--- src/rtl/mem_stage.sv ---
// mem_stage: memory-access stage of the RV32I five-stage pipeline.
// Issues data-memory requests over a req/gnt/rvalid port, forms byte enables
// and lane-replicated store data, formats load data, stalls the upstream
// pipeline while an access is outstanding and aborts it after TIMEOUT cycles.
module mem_stage #(
   parameter int TIMEOUT = 16
) (
   input  logic        clk,
   input  logic        rst,
   input  logic        valid_i,
   input  logic [31:0] pc_i,
   input  logic [31:0] instr_i,
   input  logic [31:0] res_i,
   input  logic [31:0] wdata_i,
   input  logic        memren_i,
   input  logic        memwen_i,
   input  logic [1:0]  wbsel_i,
   input  logic        regwen_i,
   output logic [31:0] pc_o,
   output logic [31:0] instr_o,
   output logic [31:0] res_o,
   output logic [1:0]  wbsel_o,
   output logic [31:0] ldata_o,
   output logic        regwen_o,
   output logic        stall_o,
   output logic        misalign_o,
   output logic        bus_err_o,
   output logic        dmem_req_o,
   output logic        dmem_we_o,
   output logic [31:0] dmem_addr_o,
   output logic [3:0]  dmem_be_o,
   output logic [31:0] dmem_wdata_o,
   input  logic        dmem_gnt_i,
   input  logic        dmem_rvalid_i,
   input  logic [31:0] dmem_rdata_i
);

   localparam int CNT_W = $clog2(TIMEOUT + 1);

   localparam logic [1:0] S_IDLE = 2'd0;
   localparam logic [1:0] S_REQ  = 2'd1;
   localparam logic [1:0] S_RESP = 2'd2;

   logic [1:0]       r_state;
   logic [1:0]       w_next;
   logic [CNT_W-1:0] r_cnt;
   logic             w_cnt_clr;
   logic             w_cnt_inc;

   logic [2:0]  w_funct3;
   logic        w_is_load;
   logic        w_is_store;
   logic        w_both;
   logic        w_f3_ok;
   logic        w_misal;
   logic        w_bad;
   logic        w_legal;
   logic        w_timeout;
   logic [3:0]  w_store_be;
   logic [31:0] w_store_data;
   logic [7:0]  w_byte;
   logic [15:0] w_half;
   logic [31:0] w_load_fmt;

   // Upstream slot fields go straight through to MEM/WB.
   assign pc_o    = pc_i;
   assign instr_o = instr_i;
   assign res_o   = res_i;
   assign wbsel_o = wbsel_i;

   assign w_funct3   = instr_i[14:12];
   assign w_both     = valid_i & memren_i & memwen_i;
   assign w_is_load  = valid_i & memren_i & ~memwen_i;
   assign w_is_store = valid_i & memwen_i & ~memren_i;
   assign w_misal    = ((w_funct3[1:0] == 2'b01) & res_i[0]) |
                       ((w_funct3[1:0] == 2'b10) & (|res_i[1:0]));
   assign w_bad      = w_both | ((w_is_load | w_is_store) & (~w_f3_ok | w_misal));
   assign w_legal    = (w_is_load | w_is_store) & ~w_bad;
   assign w_timeout  = (r_cnt == CNT_W'(TIMEOUT - 1));

   // Inputs are held stable while stalled, so the port fields need no registers.
   assign dmem_we_o    = memwen_i;
   assign dmem_addr_o  = {res_i[31:2], 2'b00};
   assign dmem_be_o    = memwen_i ? w_store_be : 4'b1111;
   assign dmem_wdata_o = w_store_data;

   // Legal funct3 encodings differ between loads and stores.
   always_comb begin
      w_f3_ok = 1'b0;
      if (w_is_load) begin
         case (w_funct3)
            3'd0, 3'd1, 3'd2, 3'd4, 3'd5: w_f3_ok = 1'b1;
            default:                      w_f3_ok = 1'b0;
         endcase
      end else begin
         w_f3_ok = ~w_funct3[2] & (w_funct3[1:0] != 2'b11);
      end
   end

   // Store byte enables and lane-replicated write data by access size.
   always_comb begin
      case (w_funct3[1:0])
         2'b00: begin
            w_store_be   = 4'b0001 << res_i[1:0];
            w_store_data = {4{wdata_i[7:0]}};
         end
         2'b01: begin
            w_store_be   = res_i[1] ? 4'b1100 : 4'b0011;
            w_store_data = {2{wdata_i[15:0]}};
         end
         default: begin
            w_store_be   = 4'b1111;
            w_store_data = wdata_i;
         end
      endcase
   end

   // Lane selection and sign/zero extension of the returned read word.
   always_comb begin
      case (res_i[1:0])
         2'd0:    w_byte = dmem_rdata_i[7:0];
         2'd1:    w_byte = dmem_rdata_i[15:8];
         2'd2:    w_byte = dmem_rdata_i[23:16];
         default: w_byte = dmem_rdata_i[31:24];
      endcase
      w_half = res_i[1] ? dmem_rdata_i[31:16] : dmem_rdata_i[15:0];
      case (w_funct3)
         3'd0:    w_load_fmt = {{24{w_byte[7]}}, w_byte};
         3'd1:    w_load_fmt = {{16{w_half[15]}}, w_half};
         3'd4:    w_load_fmt = {24'd0, w_byte};
         3'd5:    w_load_fmt = {16'd0, w_half};
         default: w_load_fmt = dmem_rdata_i;
      endcase
   end

   // Access FSM outputs and next state; every non-completing cycle is a bubble.
   always_comb begin
      // NOTE: every output gets a default first so no path can infer a latch.
      w_next     = r_state;
      w_cnt_clr  = 1'b0;
      w_cnt_inc  = 1'b0;
      dmem_req_o = 1'b0;
      stall_o    = 1'b0;
      regwen_o   = 1'b0;
      misalign_o = 1'b0;
      bus_err_o  = 1'b0;
      ldata_o    = 32'd0;
      if (rst) begin
         case (r_state)
            S_IDLE: begin
               if (w_bad) begin
                  misalign_o = 1'b1;
               end else if (w_legal) begin
                  dmem_req_o = 1'b1;
                  if (dmem_gnt_i && w_is_store) begin
                     regwen_o = regwen_i;
                  end else begin
                     stall_o   = 1'b1;
                     w_cnt_clr = 1'b1;
                     w_next    = dmem_gnt_i ? S_RESP : S_REQ;
                  end
               end else begin
                  regwen_o = regwen_i;
               end
            end
            S_REQ: begin
               dmem_req_o = 1'b1;
               if (dmem_gnt_i) begin
                  if (w_is_store) begin
                     regwen_o = regwen_i;
                     w_next   = S_IDLE;
                  end else begin
                     stall_o   = 1'b1;
                     w_cnt_clr = 1'b1;
                     w_next    = S_RESP;
                  end
               end else if (w_timeout) begin
                  bus_err_o = 1'b1;
                  w_next    = S_IDLE;
               end else begin
                  stall_o   = 1'b1;
                  w_cnt_inc = 1'b1;
               end
            end
            S_RESP: begin
               if (dmem_rvalid_i) begin
                  ldata_o  = w_load_fmt;
                  regwen_o = regwen_i;
                  w_next   = S_IDLE;
               end else if (w_timeout) begin
                  bus_err_o = 1'b1;
                  w_next    = S_IDLE;
               end else begin
                  stall_o   = 1'b1;
                  w_cnt_inc = 1'b1;
               end
            end
            default: w_next = S_IDLE;
         endcase
      end
   end

   // State and timeout counter registers; reset abandons any access in flight.
   always_ff @(posedge clk or negedge rst) begin
      // NOTE: sequential state uses non-blocking assignments so all registers
      // update together from pre-edge values.
      if (!rst) begin
         r_state <= S_IDLE;
         r_cnt   <= '0;
      end else begin
         r_state <= w_next;
         if (w_cnt_clr) begin
            r_cnt <= '0;
         end else if (w_cnt_inc) begin
            r_cnt <= r_cnt + 1'b1;
         end
      end
   end

endmodule

--- config.mk ---
export PLATFORM = sky130hd
export DESIGN_NAME = mem_stage
export DESIGN_NICKNAME = d
export VERILOG_FILES = /design/src/rtl/mem_stage.sv
export SDC_FILE = /design/constraint.sdc
export NUM_CORES = 1
export LEC_CHECK = 0
export ABC_AREA = 1
export BUFFER_PORTS_ARGS = -buffer_cell sky130_fd_sc_hd__buf_2
export CELL_PAD_IN_SITES_DETAIL_PLACEMENT = 0
export CELL_PAD_IN_SITES_GLOBAL_PLACEMENT = 1
export CORE_AREA = 3 3 146 148
export CTS_BUF_LIST = sky130_fd_sc_hd__clkbuf_4
export CTS_CLUSTER_SIZE = 24
export DETAILED_ROUTE_END_ITERATION = 16
export DIE_AREA = 0 0 149 151
export PLACE_DENSITY_LB_ADDON = 0.1
export SLEW_MARGIN = 0
export SYNTH_ARGS = -nofsm -noshare
export SYNTH_HDL_FRONTEND = slang
export SYNTH_SLANG_ARGS = --single-unit
--- constraint.sdc ---
create_clock -name clk -period 1.68 [get_ports clk]
set_input_delay 0.336 -clock clk [delete_from_list [all_inputs] [get_ports clk]]
set_output_delay 0.336 -clock clk [all_outputs]
set_load 0.02 [all_outputs]
==> results.cfg <==
[die]
die_h_microns = 151
initial_utilization_pct = 14.1
dieWidth_microns = 149
core-area_sq_um = 20200
ioPinCount = 374
rows = 52
die_area_sq_um = 22500

[route]
dr.pass1.iters = 4
routed_wl_mm = 12.1
vias_per_cell = 3.77
ant_nets = 0
drc_errors = 0
num_vias = 3061
wire_per_inst_microns = 14.9
drt_iter0_drc = 83

[final_layout]
multi_input_area_sq_um = 1730
final_cell_mix = buf_2 (105), nand2_1 (78), buf_4 (70)
nFillCells = 2324
area_growth_pct = 46.9
fin_util_pct = 20.8
drive_above_1_share_pct = 59.2
register_area_sq_um = 175
layout.nets = 719
final_common_cell = buf_2

[logic_synthesis]
synth_area_per_cell_sq_um = 6.21
yosys-top-cells-area = buf_4 (37%), nand2_1 (12%), dfrtp_1 (6.1%)
ys_warn_count = 0
seq_area_frac_synth_pct = 6.14
ys_types = 37
yosys.area.top_type = buf_4
synth_cells = 459
synth.top_cell.area_share_pct = 36.9
syn-cell-area_sq_um = 2850
ys_seq_elements = 7

[sta]
setup_tns_ns = -9.91
fin_ws_ns = -0.350
fin_crit_sh_pct = 121
max_freq_ghz = 0.493
setup_violations = 44
fin_skew_ns = 0.00833
fin_crit_ns = 2.03
final-hold-violation-count = 0
rsz0062_at_grt = true
drv_slew = 0

[worst_setup_path]
crit_path_max_fanout = 4
arrival_ns = 1.69
cp-end-kind = output port
required_ns = 1.34
path_class = register to output port
worstSetupStartpointType = register

[clocking]
cts_made_buffers = 3
root_buffer = clkbuf_4
cts_tree = yes
clockBufferDepth = 2
clock-sinks = 7
path_clk_slew_ns = 0.06
insertion_delay_ns = 0.26
cts_max_level = 1

[global_route]
grt_use_total_pct = 9.81
grt_pass1_wl_mm = 17.5
grt_overflow_total = 0
antenna_found_initial = 1
grt_pass1_vias = 3043
grt_max_degree = 25

[min_path]
hold_class = primary input to async pin

[run]
maxCapViolCount = 0

[place]
portBuffers = 155
dp_hpwl_mm = 10.3
routabilityCongestion = 0.719

[outcome]
status = finished with violations
violations = negative setup slack

[power]
p_per_area_nw_per_um2 = 597
cellLeakagePower_nw = 2.10
peakVddDrop_mv = 0.315
[final cells by class]
| cell class | count | area share [%] |
|---|---|---|
| diodes | 1 | 0.0597 |
| multi-input cells | 256 | 41.3 |
| flip-flops and latches | 7 | 4.18 |
| repair buffers | 229 | 41.1 |
| inverters | 46 | 4.57 |
| clock buffers | 4 | 0.717 |
| well taps | 270 | 8.06 |
[path summary, 6_finish.rpt]
check | startpoint | endpoint | slack, ns | cells after the start
worst min-delay path | rst | r_cnt[0] | 0.006 | 2
worst max-delay path | r_cnt[0] | stall_o | -0.35 | 7
min in group clk | rst | r_cnt[0] | 0.46 | 3
worst min register to register | r_cnt[3] | r_cnt[3] | 0.60 | 2
worst max register to register | r_state[1] | r_cnt[3] | -0.12 | 12
max in group asynchronous | rst | r_state[1] | 1.53 | 2
[layer usage]
metal	share of wire, %	vias to the layer above	global-route usage [%]
met5	0	-	0
li1	-	1490	-
met1	40	1403	11.8
met2	51	118	18.2
met3	6.3	50	1.59
met4	2.5	0	2.52
[cell usage after synthesis]
| cell type | count |
|---|---|
| a211oi_1 | 6 |
| a21boi_0 | 1 |
| a21oi_1 | 23 |
| a21oi_2 | 1 |
| a22oi_1 | 6 |
| a31oi_1 | 2 |
| and3_1 | 2 |
| buf_1 | 1 |
| buf_12 | 1 |
| buf_2 | 3 |
| buf_4 | 140 |
| buf_6 | 1 |
| clkbuf_1 | 5 |
| conb_1 | 1 |
| dfrtp_1 | 7 |
| ha_1 | 6 |
| inv_1 | 40 |
| inv_2 | 6 |
| nand2_1 | 88 |
| nand2_2 | 3 |
| nand2_4 | 1 |
| nand3_1 | 14 |
| nand3_2 | 1 |
| nand3_4 | 2 |
| nand4_1 | 1 |
| nor2_1 | 41 |
| nor2_2 | 2 |
| nor2_4 | 11 |
| nor3_4 | 1 |
| nor3b_1 | 2 |
| o211ai_1 | 15 |
| o21a_1 | 1 |
| o21ai_0 | 14 |
| o21ai_1 | 6 |
| o21ai_2 | 1 |
| xnor2_1 | 1 |
| xor2_1 | 2 |
[stage by stage]
stage	hold WS (ns)	power, mW	cells	setup WS [ns]	area (sq um)
final	0.00565	2.50	813	-0.350	4190
after floorplan	0.0404	1.50	460	-0.0800	2920
after global placement	0.287	1.75	792	-0.334	3400
after CTS	0.00784	2.27	804	-0.365	3930
after global routing	0.0134	2.69	813	-0.435	4190
after detailed placement	0.281	1.73	792	-0.324	3400
[cells by family after synthesis]
group,share of synthesized area (%)
buf+inv,45.3
fa+ha+maj,2.63
flops,6.14
simple gates,28.6
compound gates,16.2
other cells,0.132
xor+xnor,0.922
[sequential cells by signal, summed over array words and instances, names as in the netlist]
| signal | flops |
|---|---|
| r_state | 2 |
| r_cnt | 5 |
[critical path, cell delays in order (launching register included)]
cell and delay (ns):
dfrtp_1 0.39, ha_2 0.18, and3_4 0.18, ha_4 0.16
a21oi_2 0.14, a21oi_2 0.08, a21oi_2 0.16, buf_6 0.13
[report_power, final]
part	switching, mW	internal, mW	leakage (nW)	total, mW
Combinational	1.08	0.997	1.98	2.07
Sequential	0.0340	0.214	0.0940	0.248
Clock	0.0699	0.107	0.0184	0.177
[repair_timing]
item                       CTS  global route
buffers inserted             8             8
gates resized for setup    124            52
setup endpoints to repair   61            58
cloned                       1             1
pin swaps                   21            25
hold buffers                 0             0
Note: power is estimated with default switching activity, not from simulation.
